`config.mk`:
```
export PLATFORM = sky130hd
export DESIGN_NAME = lsq_mem_sched_flat
export DESIGN_NICKNAME = d
export VERILOG_FILES = /design/src/rtl/lsq_mem_sched_if.sv /design/src/rtl/lsq_mem_sched.sv /design/src/flat_wrapper.sv
export SDC_FILE = /design/constraint.sdc
export NUM_CORES = 1
export LEC_CHECK = 0
export ABC_AREA = 1
export CORE_ASPECT_RATIO = 1.2
export CORE_MARGIN = 1.5
export CORE_UTILIZATION = 43
export CTS_BUF_LIST = sky130_fd_sc_hd__clkbuf_8
export DETAILED_ROUTE_END_ITERATION = 8
export GPL_TIMING_DRIVEN = 1
export PLACE_DENSITY = 0.81
export SYNTH_ARGS = -nofsm -noshare
export SYNTH_HDL_FRONTEND = slang
export SYNTH_SLANG_ARGS = --single-unit
```
`constraint.sdc`:
```
create_clock -name clock -period 2.48 [get_ports clock]
set_input_delay 0.372 -clock clock [delete_from_list [all_inputs] [get_ports clock]]
set_output_delay 0.372 -clock clock [all_outputs]
set_load 0.005 [all_outputs]
```
`src/rtl/lsq_mem_sched_if.sv`:
```
// Bus bundle between the LSQ/memory environment and lsq_mem_sched.
// The slave modport is the scheduler's view; master is the environment's.
interface lsq_mem_sched_if #(
  parameter int unsigned LSQSZ = 8
);
  localparam int unsigned IW = $clog2(LSQSZ);

  logic          except;
  logic          ld_miss_valid;
  logic [IW-1:0] ld_miss_idx;
  logic [15:0]   ld_miss_addr;
  logic          ld_miss_ready;
  logic          st_wb_valid;
  logic [15:0]   st_wb_addr;
  logic [31:0]   st_wb_data;
  logic [1:0]    st_wb_size;
  logic          st_wb_ack;
  logic [1:0]    proc2mem_command;
  logic [15:0]   proc2mem_addr;
  logic [31:0]   proc2mem_data;
  logic [1:0]    proc2mem_size;
  logic [3:0]    mem2proc_response;
  logic [3:0]    mem2proc_tag;
  logic [31:0]   mem2proc_data;
  logic [LSQSZ-1:0] mem_feedback;
  logic [31:0]   mem_data;
  logic          busy;

  modport slave (
    input  except, ld_miss_valid, ld_miss_idx, ld_miss_addr,
           st_wb_valid, st_wb_addr, st_wb_data, st_wb_size,
           mem2proc_response, mem2proc_tag, mem2proc_data,
    output ld_miss_ready, st_wb_ack, proc2mem_command, proc2mem_addr,
           proc2mem_data, proc2mem_size, mem_feedback, mem_data, busy
  );

  modport master (
    output except, ld_miss_valid, ld_miss_idx, ld_miss_addr,
           st_wb_valid, st_wb_addr, st_wb_data, st_wb_size,
           mem2proc_response, mem2proc_tag, mem2proc_data,
    input  ld_miss_ready, st_wb_ack, proc2mem_command, proc2mem_addr,
           proc2mem_data, proc2mem_size, mem_feedback, mem_data, busy
  );
endinterface

```
`src/rtl/lsq_mem_sched.sv`:
```
// LSQ memory-bus scheduler: arbitrates committed stores against buffered
// load misses, keeps at most one load outstanding, returns refill data.
// Optional load anti-starvation: define LSQ_MEM_ANTISTARVE_EN.
module lsq_mem_sched #(
  parameter int unsigned LSQSZ      = 8,
  parameter int unsigned MQ_DEPTH   = 4,
  parameter int unsigned STARVE_MAX = 4
) (
  input  logic clock,
  input  logic reset,
  lsq_mem_sched_if.slave bus
);

  localparam int unsigned IW = $clog2(LSQSZ);
  localparam int unsigned PW = $clog2(MQ_DEPTH);
  localparam int unsigned CW = PW + 1;

  localparam logic [1:0] CMD_NONE  = 2'd0;
  localparam logic [1:0] CMD_LOAD  = 2'd1;
  localparam logic [1:0] CMD_STORE = 2'd2;

  typedef enum logic [1:0] {IDLE, WAIT, DRAIN} state_t;

  state_t        state, state_nxt;
  logic [15:0]   fifo_addr [MQ_DEPTH];
  logic [IW-1:0] fifo_idx  [MQ_DEPTH];
  logic [PW-1:0] wptr, rptr;
  logic [CW-1:0] count;
  logic [3:0]    saved_tag;
  logic [IW-1:0] saved_idx;

  logic fifo_empty, fifo_full, push, pop;
  logic load_win, store_win, load_acc, tag_match, starve_hit;

  assign fifo_empty        = (count == '0);
  assign fifo_full         = (count == CW'(MQ_DEPTH));
  assign bus.ld_miss_ready = !fifo_full;
  assign bus.busy          = !fifo_empty || (state != IDLE);
  assign push              = bus.ld_miss_valid && !fifo_full && !bus.except;
  assign pop               = load_acc;

  // Arbitration, bus drive, refill return and next-state selection
  always_comb begin
    state_nxt             = state;
    load_win              = 1'b0;
    store_win             = 1'b0;
    load_acc              = 1'b0;
    bus.st_wb_ack         = 1'b0;
    bus.proc2mem_command  = CMD_NONE;
    bus.proc2mem_addr     = '0;
    bus.proc2mem_data     = '0;
    bus.proc2mem_size     = 2'd0;
    bus.mem_feedback      = '0;
    bus.mem_data          = '0;
    tag_match = (state != IDLE) && (saved_tag != 4'd0) &&
                (bus.mem2proc_tag == saved_tag);

    if ((state == IDLE) && !fifo_empty && (!bus.st_wb_valid || starve_hit))
      load_win = 1'b1;
    else if (bus.st_wb_valid)
      store_win = 1'b1;

    if (store_win) begin
      bus.proc2mem_command = CMD_STORE;
      bus.proc2mem_addr    = bus.st_wb_addr;
      bus.proc2mem_data    = bus.st_wb_data;
      bus.proc2mem_size    = bus.st_wb_size;
      bus.st_wb_ack        = (bus.mem2proc_response != 4'd0);
    end else if (load_win) begin
      bus.proc2mem_command = CMD_LOAD;
      bus.proc2mem_addr    = fifo_addr[rptr];
      bus.proc2mem_size    = 2'd2;
      load_acc             = (bus.mem2proc_response != 4'd0);
    end

    case (state)
      IDLE: begin
        if (load_acc) state_nxt = bus.except ? DRAIN : WAIT;
      end
      WAIT: begin
        if (tag_match) begin
          bus.mem_feedback = LSQSZ'(1) << saved_idx;
          bus.mem_data     = bus.mem2proc_data;
          state_nxt        = IDLE;
        end else if (bus.except) begin
          state_nxt = DRAIN;
        end
      end
      DRAIN: begin
        if (tag_match) state_nxt = IDLE;
      end
      default: state_nxt = IDLE;
    endcase
  end

  // State, FIFO pointers/count and outstanding-load bookkeeping
  always_ff @(posedge clock or posedge reset) begin
    if (reset) begin
      state     <= IDLE;
      wptr      <= '0;
      rptr      <= '0;
      count     <= '0;
      saved_tag <= 4'd0;
      saved_idx <= '0;
    end else begin
      state <= state_nxt;
      if (load_acc) begin
        saved_tag <= bus.mem2proc_response;
        saved_idx <= fifo_idx[rptr];
      end
      if (bus.except) begin
        wptr  <= '0;
        rptr  <= '0;
        count <= '0;
      end else begin
        if (push) wptr <= wptr + PW'(1);
        if (pop)  rptr <= rptr + PW'(1);
        case ({push, pop})
          2'b10:   count <= count + CW'(1);
          2'b01:   count <= count - CW'(1);
          default: count <= count;
        endcase
      end
    end
  end

  // FIFO payload storage
  always_ff @(posedge clock) begin
    if (push) begin
      fifo_addr[wptr] <= bus.ld_miss_addr;
      fifo_idx[wptr]  <= bus.ld_miss_idx;
    end
  end

`ifdef LSQ_MEM_ANTISTARVE_EN
  localparam int unsigned SW = $clog2(STARVE_MAX + 1);
  logic [SW-1:0] starve_cnt;

  assign starve_hit = (starve_cnt == SW'(STARVE_MAX));

  // Count IDLE cycles in which a store beat a waiting load
  always_ff @(posedge clock or posedge reset) begin
    if (reset)
      starve_cnt <= '0;
    else if (bus.except || load_acc)
      starve_cnt <= '0;
    else if ((state == IDLE) && !fifo_empty && store_win && !starve_hit)
      starve_cnt <= starve_cnt + SW'(1);
  end
`else
  logic [31:0] unused_starve_max;
  assign unused_starve_max = 32'(STARVE_MAX);
  assign starve_hit        = 1'b0;
`endif

endmodule

```
`src/flat_wrapper.sv`:
```
// flat-port wrapper written by rule: the top's interface ports become plain ports
module lsq_mem_sched_flat 
#(
  parameter int unsigned LSQSZ      = 8,
  parameter int unsigned MQ_DEPTH   = 4,
  parameter int unsigned STARVE_MAX = 4
)
  (clock, reset, bus_except, bus_ld_miss_valid, bus_ld_miss_idx, bus_ld_miss_addr, bus_st_wb_valid, bus_st_wb_addr, bus_st_wb_data, bus_st_wb_size, bus_mem2proc_response, bus_mem2proc_tag, bus_mem2proc_data, bus_ld_miss_ready, bus_st_wb_ack, bus_proc2mem_command, bus_proc2mem_addr, bus_proc2mem_data, bus_proc2mem_size, bus_mem_feedback, bus_mem_data, bus_busy);
  lsq_mem_sched_if #(.LSQSZ(LSQSZ)) bus_i ();
  input  logic clock;
  input  logic reset;
  input wire logic [$bits(bus_i.except)-1:0] bus_except;
  input wire logic [$bits(bus_i.ld_miss_valid)-1:0] bus_ld_miss_valid;
  input wire logic [$bits(bus_i.ld_miss_idx)-1:0] bus_ld_miss_idx;
  input wire logic [$bits(bus_i.ld_miss_addr)-1:0] bus_ld_miss_addr;
  input wire logic [$bits(bus_i.st_wb_valid)-1:0] bus_st_wb_valid;
  input wire logic [$bits(bus_i.st_wb_addr)-1:0] bus_st_wb_addr;
  input wire logic [$bits(bus_i.st_wb_data)-1:0] bus_st_wb_data;
  input wire logic [$bits(bus_i.st_wb_size)-1:0] bus_st_wb_size;
  input wire logic [$bits(bus_i.mem2proc_response)-1:0] bus_mem2proc_response;
  input wire logic [$bits(bus_i.mem2proc_tag)-1:0] bus_mem2proc_tag;
  input wire logic [$bits(bus_i.mem2proc_data)-1:0] bus_mem2proc_data;
  output wire logic [$bits(bus_i.ld_miss_ready)-1:0] bus_ld_miss_ready;
  output wire logic [$bits(bus_i.st_wb_ack)-1:0] bus_st_wb_ack;
  output wire logic [$bits(bus_i.proc2mem_command)-1:0] bus_proc2mem_command;
  output wire logic [$bits(bus_i.proc2mem_addr)-1:0] bus_proc2mem_addr;
  output wire logic [$bits(bus_i.proc2mem_data)-1:0] bus_proc2mem_data;
  output wire logic [$bits(bus_i.proc2mem_size)-1:0] bus_proc2mem_size;
  output wire logic [$bits(bus_i.mem_feedback)-1:0] bus_mem_feedback;
  output wire logic [$bits(bus_i.mem_data)-1:0] bus_mem_data;
  output wire logic [$bits(bus_i.busy)-1:0] bus_busy;
  assign bus_i.except = bus_except;
  assign bus_i.ld_miss_valid = bus_ld_miss_valid;
  assign bus_i.ld_miss_idx = bus_ld_miss_idx;
  assign bus_i.ld_miss_addr = bus_ld_miss_addr;
  assign bus_i.st_wb_valid = bus_st_wb_valid;
  assign bus_i.st_wb_addr = bus_st_wb_addr;
  assign bus_i.st_wb_data = bus_st_wb_data;
  assign bus_i.st_wb_size = bus_st_wb_size;
  assign bus_i.mem2proc_response = bus_mem2proc_response;
  assign bus_i.mem2proc_tag = bus_mem2proc_tag;
  assign bus_i.mem2proc_data = bus_mem2proc_data;
  assign bus_ld_miss_ready = bus_i.ld_miss_ready;
  assign bus_st_wb_ack = bus_i.st_wb_ack;
  assign bus_proc2mem_command = bus_i.proc2mem_command;
  assign bus_proc2mem_addr = bus_i.proc2mem_addr;
  assign bus_proc2mem_data = bus_i.proc2mem_data;
  assign bus_proc2mem_size = bus_i.proc2mem_size;
  assign bus_mem_feedback = bus_i.mem_feedback;
  assign bus_mem_data = bus_i.mem_data;
  assign bus_busy = bus_i.busy;
  lsq_mem_sched #(.LSQSZ(LSQSZ), .MQ_DEPTH(MQ_DEPTH), .STARVE_MAX(STARVE_MAX)) u_core (.clock(clock), .reset(reset), .bus(bus_i));
endmodule
```
==> results.yml <==
status:
  status: "finished, violations left"
  violations: "setup timing"
synth:
  yosys.area_share.xor_xnor_pct: 0.191
  avgSynthCellArea_um2: 9.18
  synth_compound_area_share_pct: 11.9
  yosys.area_share.simple_pct: 19.6
  synth_warnings: 0
  synth_fa_ha_area_share_pct: 1.53
  synth_mux_area_share_pct: 0
  synth_nets: 619
  seq_area_frac_synth_pct: 58.5
  synth_top_family_by_area: "simple AND/OR/NAND/NOR gates"
  synth_top_area_cell: "edfxtp_1"
  synth_top_area_share_pct: 49.7
  syn_inst: 500
  synth_area_leaders: "edfxtp_1, dfrtp_1, nand2_1"
  ys_ff_latch: 92
  synthesis.area_um2: 4590
  synth_cell_types: 28
critical_path:
  crit_start: "bus_mem2proc_tag[1]"
  cp-start-kind: "input pin"
  r2r-end: "u_core.count[2]"
  crit_fanout: 10
  setup.worst_path.class: "in -> out"
  r2r_start: "u_core.count[0]"
  end_kind: "output port"
  endpoint: "bus_mem_data[17]"
  ff2ff_path_depth: 11
  r2r_slack_ns: 0.49
  crit_required_ns: 2.11
  arrival_ns: 2.17
global_route:
  grt_pass1_wl_mm: 20.5
  grt_max_degree: 52
  antenna_found_initial: 1
  grt_overflow: 0
  grt_pass1_vias: 4199
  grt_usage_pct: 23.4
clock_network:
  root_buffer: "clkbuf_8"
  cts_buffer_depth: 2
  insertion_delay_ns: 0.35
  cts_tree: "done"
  cts.sinks: 92
  numCtsBuffers: 9
  cts.htree.levels: 3
  path_clk_slew_ns: 0.08
die:
  dieWidth_um: 97.3
  dieArea_um2: 11300
  start_util_pct: 43.8
  die_h_um: 116
  rows: 41
  core-area_um2: 10500
  ioPinCount: 209
sta:
  fin_crit_sh_pct: 102
  hold_violations: 0
  fmax_ghz: 0.394
  timing.final.max_slew_violations: 0
  setup_slack_ns: -0.0602
  rsz0062_at_grt: "true"
  period_minus_slack_ns: 2.54
  setup_tns_ns: -0.827
  slew_headroom_pct: 58.9
  tightestPinTransition_ns: 0.616
  skew_ns: 0.00823
  setup_violations: 28
run:
  maxCapViolations: 0
cells_and_area:
  drive_gt1_share_pct: 11.3
  syn2layout_area_growth_pct: 61.6
  post-route-util_pct: 70.9
  finalNetCount: 849
  postLayoutCellArea_um2: 7420
route:
  wl_per_cell_um: 16.6
  firstDrtPassIters: 5
  num_vias: 4410
  drc_errors: 0
  drt_iter0_drc: 258
  antenna_left: 0
  viasPerCell: 5.10
  routed_wl_mm: 14.4
power_and_ir_drop:
  power.density_nw_per_um2: 699
  power.leakage_nw: 3.35
  vdd_ir_drop_max_uv: 572
  power_w: 0.00518
placed_design:
  dpl_cell_area_um2: 6870
  gp_congestion: 0.874
  portBuffers: 208
  place_hpwl_mm: 10.0
worst_hold_path:
  hp-class: "in -> async"
layer usage:
layer  track usage, %  share of wire [%]
met1             26.9                 36
met2             42.4                 52
met3             5.63                 10
met4             9.62                2.9
met5                0                  0
critical path: stages:
cell             delay [ns]
clkdlybuf4s50_1        0.50
inv_1                  0.06
nand2_1                0.05
nand2_1                0.05
nor2_1                 0.13
nand3_2                0.16
buf_4                  0.21
nor2_1                 0.11
clkdlybuf4s50_1        0.52
synth_stat cells, drive strengths merged:
master / count
clkinv: 1
nor3: 2
o22ai: 19
ha: 4
buf: 13
edfxtp: 76
inv: 63
dfrtp: 16
nor2: 93
xnor2: 1
nand4: 1
nand3: 14
a22o: 16
fa: 1
o21ai: 52
a21oi: 5
nand3b: 1
nand2: 106
clkbuf: 16
per-stage QoR:
stage	hold WS, ns	setup slack (ns)	cells
finish	0.395	-0.0602	865
global route	0.452	-0.171	864
CTS	0.410	-0.0296	849
detailed placement	0.561	-0.116	827
global placement	0.555	-0.0729	827
floorplan	0.286	0.549	500
cells in the final DEF, fill, tap and decap left out, types with 2 or more instances in the layout:
master           synthesis  layout
a21oi_1                  4       4
a22o_1                  16      16
buf_12                   0       3
buf_2                    8       2
buf_4                    5      29
buf_6                    0       4
bufinv_16                0       2
clkbuf_16                0       3
clkbuf_8                 0       9
clkdlybuf4s50_1          0     179
clkinv_2                 0       2
dfrtp_1                 16      14
dfrtp_2                  0       2
dlygate4sd2_1            0       3
dlymetal6s2s_1           0      25
edfxtp_1                76      76
ha_1                     4       4
inv_1                   60      60
inv_2                    3       4
nand2_1                105     105
nand3_1                 10       8
nand3_2                  3       4
nand3_4                  1       2
nor2_1                  89      81
nor2_2                   2       8
nor2_4                   2       4
o21ai_0                 52      52
o22ai_1                 19      19
power breakdown:
group          switching, W  total, W  internal, W
logic               0.00111   0.00216      0.00105
registers          0.000115   0.00196      0.00184
clock network      0.000498   0.00106     0.000559
worst min-delay path by stage:
stage | startpoint | end | slack [ns] | cells past startpoint
floorplan | reset | u_core.count[0] | 0.29 | 1
global placement | u_core.saved_idx[2] | u_core.saved_idx[2] | 0.56 | 2
detailed placement | u_core.saved_idx[2] | u_core.saved_idx[2] | 0.56 | 2
CTS | reset | u_core.count[2] | 0.41 | 2
global route | reset | u_core.count[2] | 0.45 | 2
finish | reset | u_core.count[2] | 0.39 | 2
cell type report:
cell class / instances / area, µm²
fillers: 742 / 3050
flip-flops and latches: 92 / 2690
repair buffers: 248 / 2540
multi-input cells: 315 / 1580
inverters: 64 / 243
well taps: 129 / 161
clock buffers: 9 / 124
clock inverters: 7 / 86.3
diodes: 1 / 2.50
what timing repair did:
item | CTS | global route
hold buffers | 0 | 0
pin swaps | 5 | 4
endpoints found under the setup margin | 35 | 52
resized for setup | 13 | 36
cloned | 0 | 4
setup buffers | 6 | 11
flip-flops by register name (all words and copies together), names as in the netlist:
register	cells
u_core.rptr	2
u_core.state	2
u_core.count	3
u_core.wptr	2
u_core.saved_idx	3
u_core.fifo_addr	64
u_core.saved_tag	4
u_core.fifo_idx	12
kinds of logic (layout without fill, tap and decap cells):
logic type,after synthesis,after routing
compound gates,92,92
xor+xnor,1,1
fa+ha+maj,5,5
buf+inv,93,328
flops,92,92
other cells,0,1
simple gates,217,217
Note: power is estimated with default switching activity, not from simulation.
